==> src/rtl/blackparrot_fpga_host_bootrom_arbiter_if.sv <==
// Host-side NBF write / MMIO read ports plus the single-port bootrom bus.
// The arbiter takes the slave view; the host/memory environment the master.
interface blackparrot_fpga_host_bootrom_arbiter_if #(
  parameter int width_p = 64,
  parameter int addr_w  = 13
);
  localparam int mask_w = width_p / 8;

  logic              w_i;
  logic [addr_w-1:0] w_addr_i;
  logic [width_p-1:0] data_i;
  logic [mask_w-1:0] w_mask_i;
  logic              w_yumi_o;

  logic              v_i;
  logic [addr_w-1:0] r_addr_i;
  logic              r_yumi_o;
  logic              v_o;
  logic [width_p-1:0] data_o;
  logic              r_yumi_i;

  logic              mem_v_o;
  logic              mem_w_o;
  logic [addr_w-1:0] mem_addr_o;
  logic [width_p-1:0] mem_data_o;
  logic [mask_w-1:0] mem_mask_o;
  logic [width_p-1:0] mem_data_i;

  modport slave (
    input  w_i, w_addr_i, data_i, w_mask_i,
    input  v_i, r_addr_i, r_yumi_i, mem_data_i,
    output w_yumi_o, r_yumi_o, v_o, data_o,
    output mem_v_o, mem_w_o, mem_addr_o,
    output mem_data_o, mem_mask_o
  );

  modport master (
    output w_i, w_addr_i, data_i, w_mask_i,
    output v_i, r_addr_i, r_yumi_i, mem_data_i,
    input  w_yumi_o, r_yumi_o, v_o, data_o,
    input  mem_v_o, mem_w_o, mem_addr_o,
    input  mem_data_o, mem_mask_o
  );
endinterface

==> src/rtl/blackparrot_fpga_host_bootrom_arbiter.sv <==
// Round-robin arbiter between host writes and MMIO reads onto one
// single-port bootrom; reads return through a one-entry output register.
module blackparrot_fpga_host_bootrom_arbiter #(
  parameter int bootrom_width_p = 64,
  parameter int bootrom_els_p   = 8192,
  localparam int addr_w =
    (bootrom_els_p <= 1) ? 1 : $clog2(bootrom_els_p),
  localparam int mask_w = bootrom_width_p / 8
) (
  input logic clk_i,
  input logic reset_i,
  blackparrot_fpga_host_bootrom_arbiter_if.slave bus
);

  typedef enum logic [1:0] {
    IDLE = 2'd0,
    WAIT = 2'd1,
    RESP = 2'd2
  } state_e;

  state_e                   state_q;
  logic                     last_w_q;
  logic                     v_q;
  logic [bootrom_width_p-1:0] data_q;

  logic rd_elig;
  logic wr_elig;
  logic grant_r;
  logic grant_w;

  // Grants are forced low while reset is held, even mid-cycle.
  always_comb begin
    rd_elig = !reset_i && bus.v_i &&
              ((state_q == IDLE) ||
               ((state_q == RESP) && bus.r_yumi_i));
    wr_elig = !reset_i && bus.w_i;
    grant_w = wr_elig && (!rd_elig || !last_w_q);
    grant_r = rd_elig && (!wr_elig || last_w_q);
  end

  always_comb begin
    bus.mem_v_o    = 1'b0;
    bus.mem_w_o    = 1'b0;
    bus.mem_addr_o = '0;
    bus.mem_data_o = '0;
    bus.mem_mask_o = '0;
    unique case (1'b1)
      grant_w: begin
        bus.mem_v_o    = 1'b1;
        bus.mem_w_o    = 1'b1;
        bus.mem_addr_o = bus.w_addr_i;
        bus.mem_data_o = bus.data_i;
        bus.mem_mask_o = bus.w_mask_i;
      end
      grant_r: begin
        bus.mem_v_o    = 1'b1;
        bus.mem_addr_o = bus.r_addr_i;
      end
      default: ;
    endcase
  end

  assign bus.w_yumi_o = grant_w;
  assign bus.r_yumi_o = grant_r;
  assign bus.v_o      = v_q;
  assign bus.data_o   = data_q;

  always_ff @(posedge clk_i or posedge reset_i) begin
    if (reset_i) begin
      state_q  <= IDLE;
      last_w_q <= 1'b0;
      v_q      <= 1'b0;
      data_q   <= '0;
    end else begin
      if (grant_w || grant_r) last_w_q <= grant_w;
      unique case (state_q)
        IDLE: if (grant_r) state_q <= WAIT;
        WAIT: begin
          data_q  <= bus.mem_data_i;
          v_q     <= 1'b1;
          state_q <= RESP;
        end
        RESP: if (bus.r_yumi_i) begin
          v_q     <= 1'b0;
          state_q <= grant_r ? WAIT : IDLE;
        end
        default: begin
          v_q     <= 1'b0;
          state_q <= IDLE;
        end
      endcase
    end
  end

endmodule

==> src/flat_wrapper.sv <==
// flat-port wrapper written by rule: the top's interface ports become plain ports
module blackparrot_fpga_host_bootrom_arbiter_flat 
#(
  parameter int bootrom_width_p = 64,
  parameter int bootrom_els_p   = 8192,
  localparam int addr_w =
    (bootrom_els_p <= 1) ? 1 : $clog2(bootrom_els_p),
  localparam int mask_w = bootrom_width_p / 8
)
  (clk_i, reset_i, bus_w_i, bus_w_addr_i, bus_data_i, bus_w_mask_i, bus_v_i, bus_r_addr_i, bus_r_yumi_i, bus_mem_data_i, bus_w_yumi_o, bus_r_yumi_o, bus_v_o, bus_data_o, bus_mem_v_o, bus_mem_w_o, bus_mem_addr_o, bus_mem_data_o, bus_mem_mask_o);
  blackparrot_fpga_host_bootrom_arbiter_if #(.width_p((64)), .addr_w((13))) bus_i ();
  input logic clk_i;
  input logic reset_i;
  input wire logic [$bits(bus_i.w_i)-1:0] bus_w_i;
  input wire logic [$bits(bus_i.w_addr_i)-1:0] bus_w_addr_i;
  input wire logic [$bits(bus_i.data_i)-1:0] bus_data_i;
  input wire logic [$bits(bus_i.w_mask_i)-1:0] bus_w_mask_i;
  input wire logic [$bits(bus_i.v_i)-1:0] bus_v_i;
  input wire logic [$bits(bus_i.r_addr_i)-1:0] bus_r_addr_i;
  input wire logic [$bits(bus_i.r_yumi_i)-1:0] bus_r_yumi_i;
  input wire logic [$bits(bus_i.mem_data_i)-1:0] bus_mem_data_i;
  output wire logic [$bits(bus_i.w_yumi_o)-1:0] bus_w_yumi_o;
  output wire logic [$bits(bus_i.r_yumi_o)-1:0] bus_r_yumi_o;
  output wire logic [$bits(bus_i.v_o)-1:0] bus_v_o;
  output wire logic [$bits(bus_i.data_o)-1:0] bus_data_o;
  output wire logic [$bits(bus_i.mem_v_o)-1:0] bus_mem_v_o;
  output wire logic [$bits(bus_i.mem_w_o)-1:0] bus_mem_w_o;
  output wire logic [$bits(bus_i.mem_addr_o)-1:0] bus_mem_addr_o;
  output wire logic [$bits(bus_i.mem_data_o)-1:0] bus_mem_data_o;
  output wire logic [$bits(bus_i.mem_mask_o)-1:0] bus_mem_mask_o;
  assign bus_i.w_i = bus_w_i;
  assign bus_i.w_addr_i = bus_w_addr_i;
  assign bus_i.data_i = bus_data_i;
  assign bus_i.w_mask_i = bus_w_mask_i;
  assign bus_i.v_i = bus_v_i;
  assign bus_i.r_addr_i = bus_r_addr_i;
  assign bus_i.r_yumi_i = bus_r_yumi_i;
  assign bus_i.mem_data_i = bus_mem_data_i;
  assign bus_w_yumi_o = bus_i.w_yumi_o;
  assign bus_r_yumi_o = bus_i.r_yumi_o;
  assign bus_v_o = bus_i.v_o;
  assign bus_data_o = bus_i.data_o;
  assign bus_mem_v_o = bus_i.mem_v_o;
  assign bus_mem_w_o = bus_i.mem_w_o;
  assign bus_mem_addr_o = bus_i.mem_addr_o;
  assign bus_mem_data_o = bus_i.mem_data_o;
  assign bus_mem_mask_o = bus_i.mem_mask_o;
  blackparrot_fpga_host_bootrom_arbiter #(.bootrom_width_p(bootrom_width_p), .bootrom_els_p(bootrom_els_p)) u_core (.clk_i(clk_i), .reset_i(reset_i), .bus(bus_i));
endmodule
==> config.mk <==
export PLATFORM = sky130hd
export DESIGN_NAME = blackparrot_fpga_host_bootrom_arbiter_flat
export DESIGN_NICKNAME = d
export VERILOG_FILES = /design/src/rtl/blackparrot_fpga_host_bootrom_arbiter_if.sv /design/src/rtl/blackparrot_fpga_host_bootrom_arbiter.sv /design/src/flat_wrapper.sv
export SDC_FILE = /design/constraint.sdc
export NUM_CORES = 1
export LEC_CHECK = 0
export ABC_AREA = 1
export CORE_AREA = 2 2 124 126
export CTS_CLUSTER_SIZE = 16
export DETAILED_ROUTE_END_ITERATION = 8
export DIE_AREA = 0 0 126 128
export HOLD_SLACK_MARGIN = 0.15
export PLACE_DENSITY = 0.66
export RECOVER_POWER = 100
export SYNTH_ARGS = -nofsm -noshare
export SYNTH_HDL_FRONTEND = slang
export SYNTH_SLANG_ARGS = --single-unit
export TNS_END_PERCENT = 5
==> constraint.sdc <==
create_clock -name clk_i -period 3.4 [get_ports clk_i]
set_input_delay 0.85 -clock clk_i [delete_from_list [all_inputs] [get_ports clk_i]]
set_output_delay 0.85 -clock clk_i [all_outputs]
set_load 0.02 [all_outputs]
==> impl_metrics.toml <==
[status]
status = "finished with violations"
violations = "capacitance limit, slew limit"

[synthesis]
post-synth-top-count-cell = "nand2_1"
ys_types = 16
async_reset_ff_frac = 1.00
syn_area_um2 = 3640
ys_seq_area_frac = 0.467
synth_top_cell_by_area = "dfrtp_1"
synthTopCellsByCount = "nand2_1, nand3_1, inv_1"
syn_area_per_cell_um2 = 7.21
synthTopCellsByArea = "dfrtp_1, nand2_1, nand3_1"
synth-seq-cells = 68
netlist_instances = 505
yosysWarnings = 0
synth_top_area_frac = 0.467
synth-edff-count = 0
ys.flop_type = "dfrtp_1"
syn_nets = 672

[clock_network]
clock_latency_ps = 330
postCtsHoldBufs = 0
cts_sinks = 68
h-tree-depth = 3
root_buffer = "clkbuf_16"
cts_buffers = 9
clkTransAtPathRegs_ps = 50
postCtsSetupRepairBufs = 0
clockBufferDepth = 2
cts_tree = "done"

[worst_setup_path]
cp_slowest_cell = "dlygate4sd3_1"
critPathKind = "input pin to primary output"
slowest_delay_ps = 680
ff2ff_setup_slack_ps = 570
cp.buffers_inverters = 2
crit_arrival_ps = 2480
cp_cell_sequence = "clkdlybuf4s50_1 -> nor2_1 -> nand3_1 -> nand2_1 -> dlygate4sd3_1"
r2r_start = "u_core.state_q[0]$_DFFE_PP0P_"
startpoint_type = "input pin"
path_delay_family = "buffers and inverters"
crit_required_ps = 2550
reg2reg_to = "u_core.bus.data_o[29]$_DFFE_PP0P_"
reg2reg_depth = 5
end_kind = "primary output"
critPathMaxFanout = 3

[detailed_routing]
wl_um = 15000
first_iter_violations = 157
vias_per_cell = 4.21
vias = 4275
wl_per_cell_um = 14.7
ant_nets = 0
dr.pass1.iters = 4
drc = 0

[power]
total_power_mw = 3.68
peakVddDrop_v = 0.000452
netSwitchingFraction = 0.370
power.density_nw_per_um2 = 514
internal-power_mw = 2.32
power.switching_mw = 1.36
p_clk_frac = 0.258
p_seq_frac = 0.323
p_leak_nw = 3.95
power_frac_comb = 0.419

[hold_path]
whs_endpoint = "u_core.bus.data_o[51]$_DFFE_PP0P_"
hold_start = "u_core.bus.data_o[51]$_DFFE_PP0P_"
min_path_type = "flip-flop to flip-flop"
holdPathStages = 2

[sta]
tightest_slew_ps = 1740
finalCritPeriodShare = 0.979
finalCriticalPeriod_ps = 3330
hold_viol_final = 0
relSlewSlack = -0.162
rsz0062_at_grt = "no"
finalSetupViolations = 0
fmax_mhz = 300
slew_viol_final = 69
finClkSkew_ps = 6.70
fin_ws_ps = 71.1

[floorplan]
pin_count = 321
design.core.area_um2 = 14900
die_w_um = 126
die_y_um = 128
die_area_um2 = 16100
start_util = 0.245
std_cell_rows = 45

[grt]
grt.overflow.total = 0
antenna_found_initial = 0
grt_use_total = 0.178
grt_pass1_wl_um = 22400
grt_max_degree = 69
grt_pass1_vias = 3996

[final_layout]
fin_util = 0.482
syn2layout_area_growth_pct = 96.6
fin_cells = 1016
fin_area_um2 = 7160
fin_nets = 990
drive_gt1_frac = 0.0664
diodes = 0

[placement]
dp_cells = 1000
dp_slack_ps = -122
gp_congestion = 0.779
port_buffers = 320
place_area_um2 = 7050
hpwlAfterDp_um = 11400

[flow_run]
maxCapViolCount = 1
## layout by cell type (no fill, tap or decap), types with 2 or more instances in the layout
cell and count:
clkdlybuf4s50_1 169, nand2_1 147, buf_6 2, nand3_1 80, nor2_1 64, dlygate4sd3_1 66, nand4_1 13, inv_2 2
clkbuf_16 9, nor2_2 14, buf_4 13, clkinv_4 3, clkbuf_1 10, dlygate4sd2_1 75, clkinv_2 2, dlymetal6s2s_1 2
clkbuf_2 4, dfrtp_1 67, inv_1 78
## sequential cells by signal, indices dropped and copies added (netlist names)
signal             count
u_core.bus.data_o     64
u_core.bus.v_o         1
u_core.last_w_q        1
u_core.state_q         2
## metal layers
| layer | track usage | up-vias | wire length (µm) |
|---|---|---|---|
| met1 | 0.219 | 1925 | 6310 |
| li1 | - | 2164 | - |
| met5 | 0 | - | 0 |
| met4 | 0.0394 | 0 | 166 |
| met2 | 0.302 | 174 | 7360 |
| met3 | 0.0597 | 12 | 1140 |
## cells by family after synthesis
family | synth area share
flops | 0.467
buf+inv | 0.146
compound gates | 0.00343
simple gates | 0.384
## final cells by class
cell class,instances,area (µm²)
clock buffers,9,225
multi-input cells,322,1400
fillers,1538,7700
repair buffers,341,3210
well taps,188,235
inverters,81,307
flip-flops and latches,68,1700
clock inverters,7,75.1
## worst reg2reg max path, stage by stage, from the launching register on
cell and delay [ps]:
dfrtp_2 380, buf_4 560, nand2_1 800, clkbuf_2 700, nand2_1 200, nand2_1 80
## how the worst max path moves through the flow
stage,startpoint,endpoint,cells after the start
6_report,reset_i,bus_mem_v_o,5
5_1_grt,bus_v_i,bus_mem_data_o[55],8
4_1_cts,bus_v_i,bus_mem_w_o,8
3_5_place_dp,reset_i,bus_mem_data_o[58],8
3_3_place_gp,reset_i,bus_mem_data_o[53],8
2_1_floorplan,reset_i,bus_w_yumi_o,7
## stage by stage
step / hold WS, ps / TNS [ps]
CTS: 472 / -74.3
global placement: 453 / -4400
global route: 479 / 0
detailed placement: 458 / -4550
floorplan: 514 / 0
finish: 463 / 0
## repair_timing
action | CTS | global route
setup endpoints to repair | 77 | 10
gates resized for setup | 75 | 10
endpoints found under the hold margin | 0 | 0
## power groups by stage
stage          Combinational (mW)  Clock [mW]  Sequential [mW]
2_1_floorplan               0.455           0             1.52
3_3_place_gp                 1.70           0             1.20
3_5_place_dp                 1.70           0             1.21
4_1_cts                      1.68       0.992             1.20
5_1_grt                      1.66        1.02             1.22
6_report                     1.54       0.950             1.19
Power figures use the tool's default switching activity.
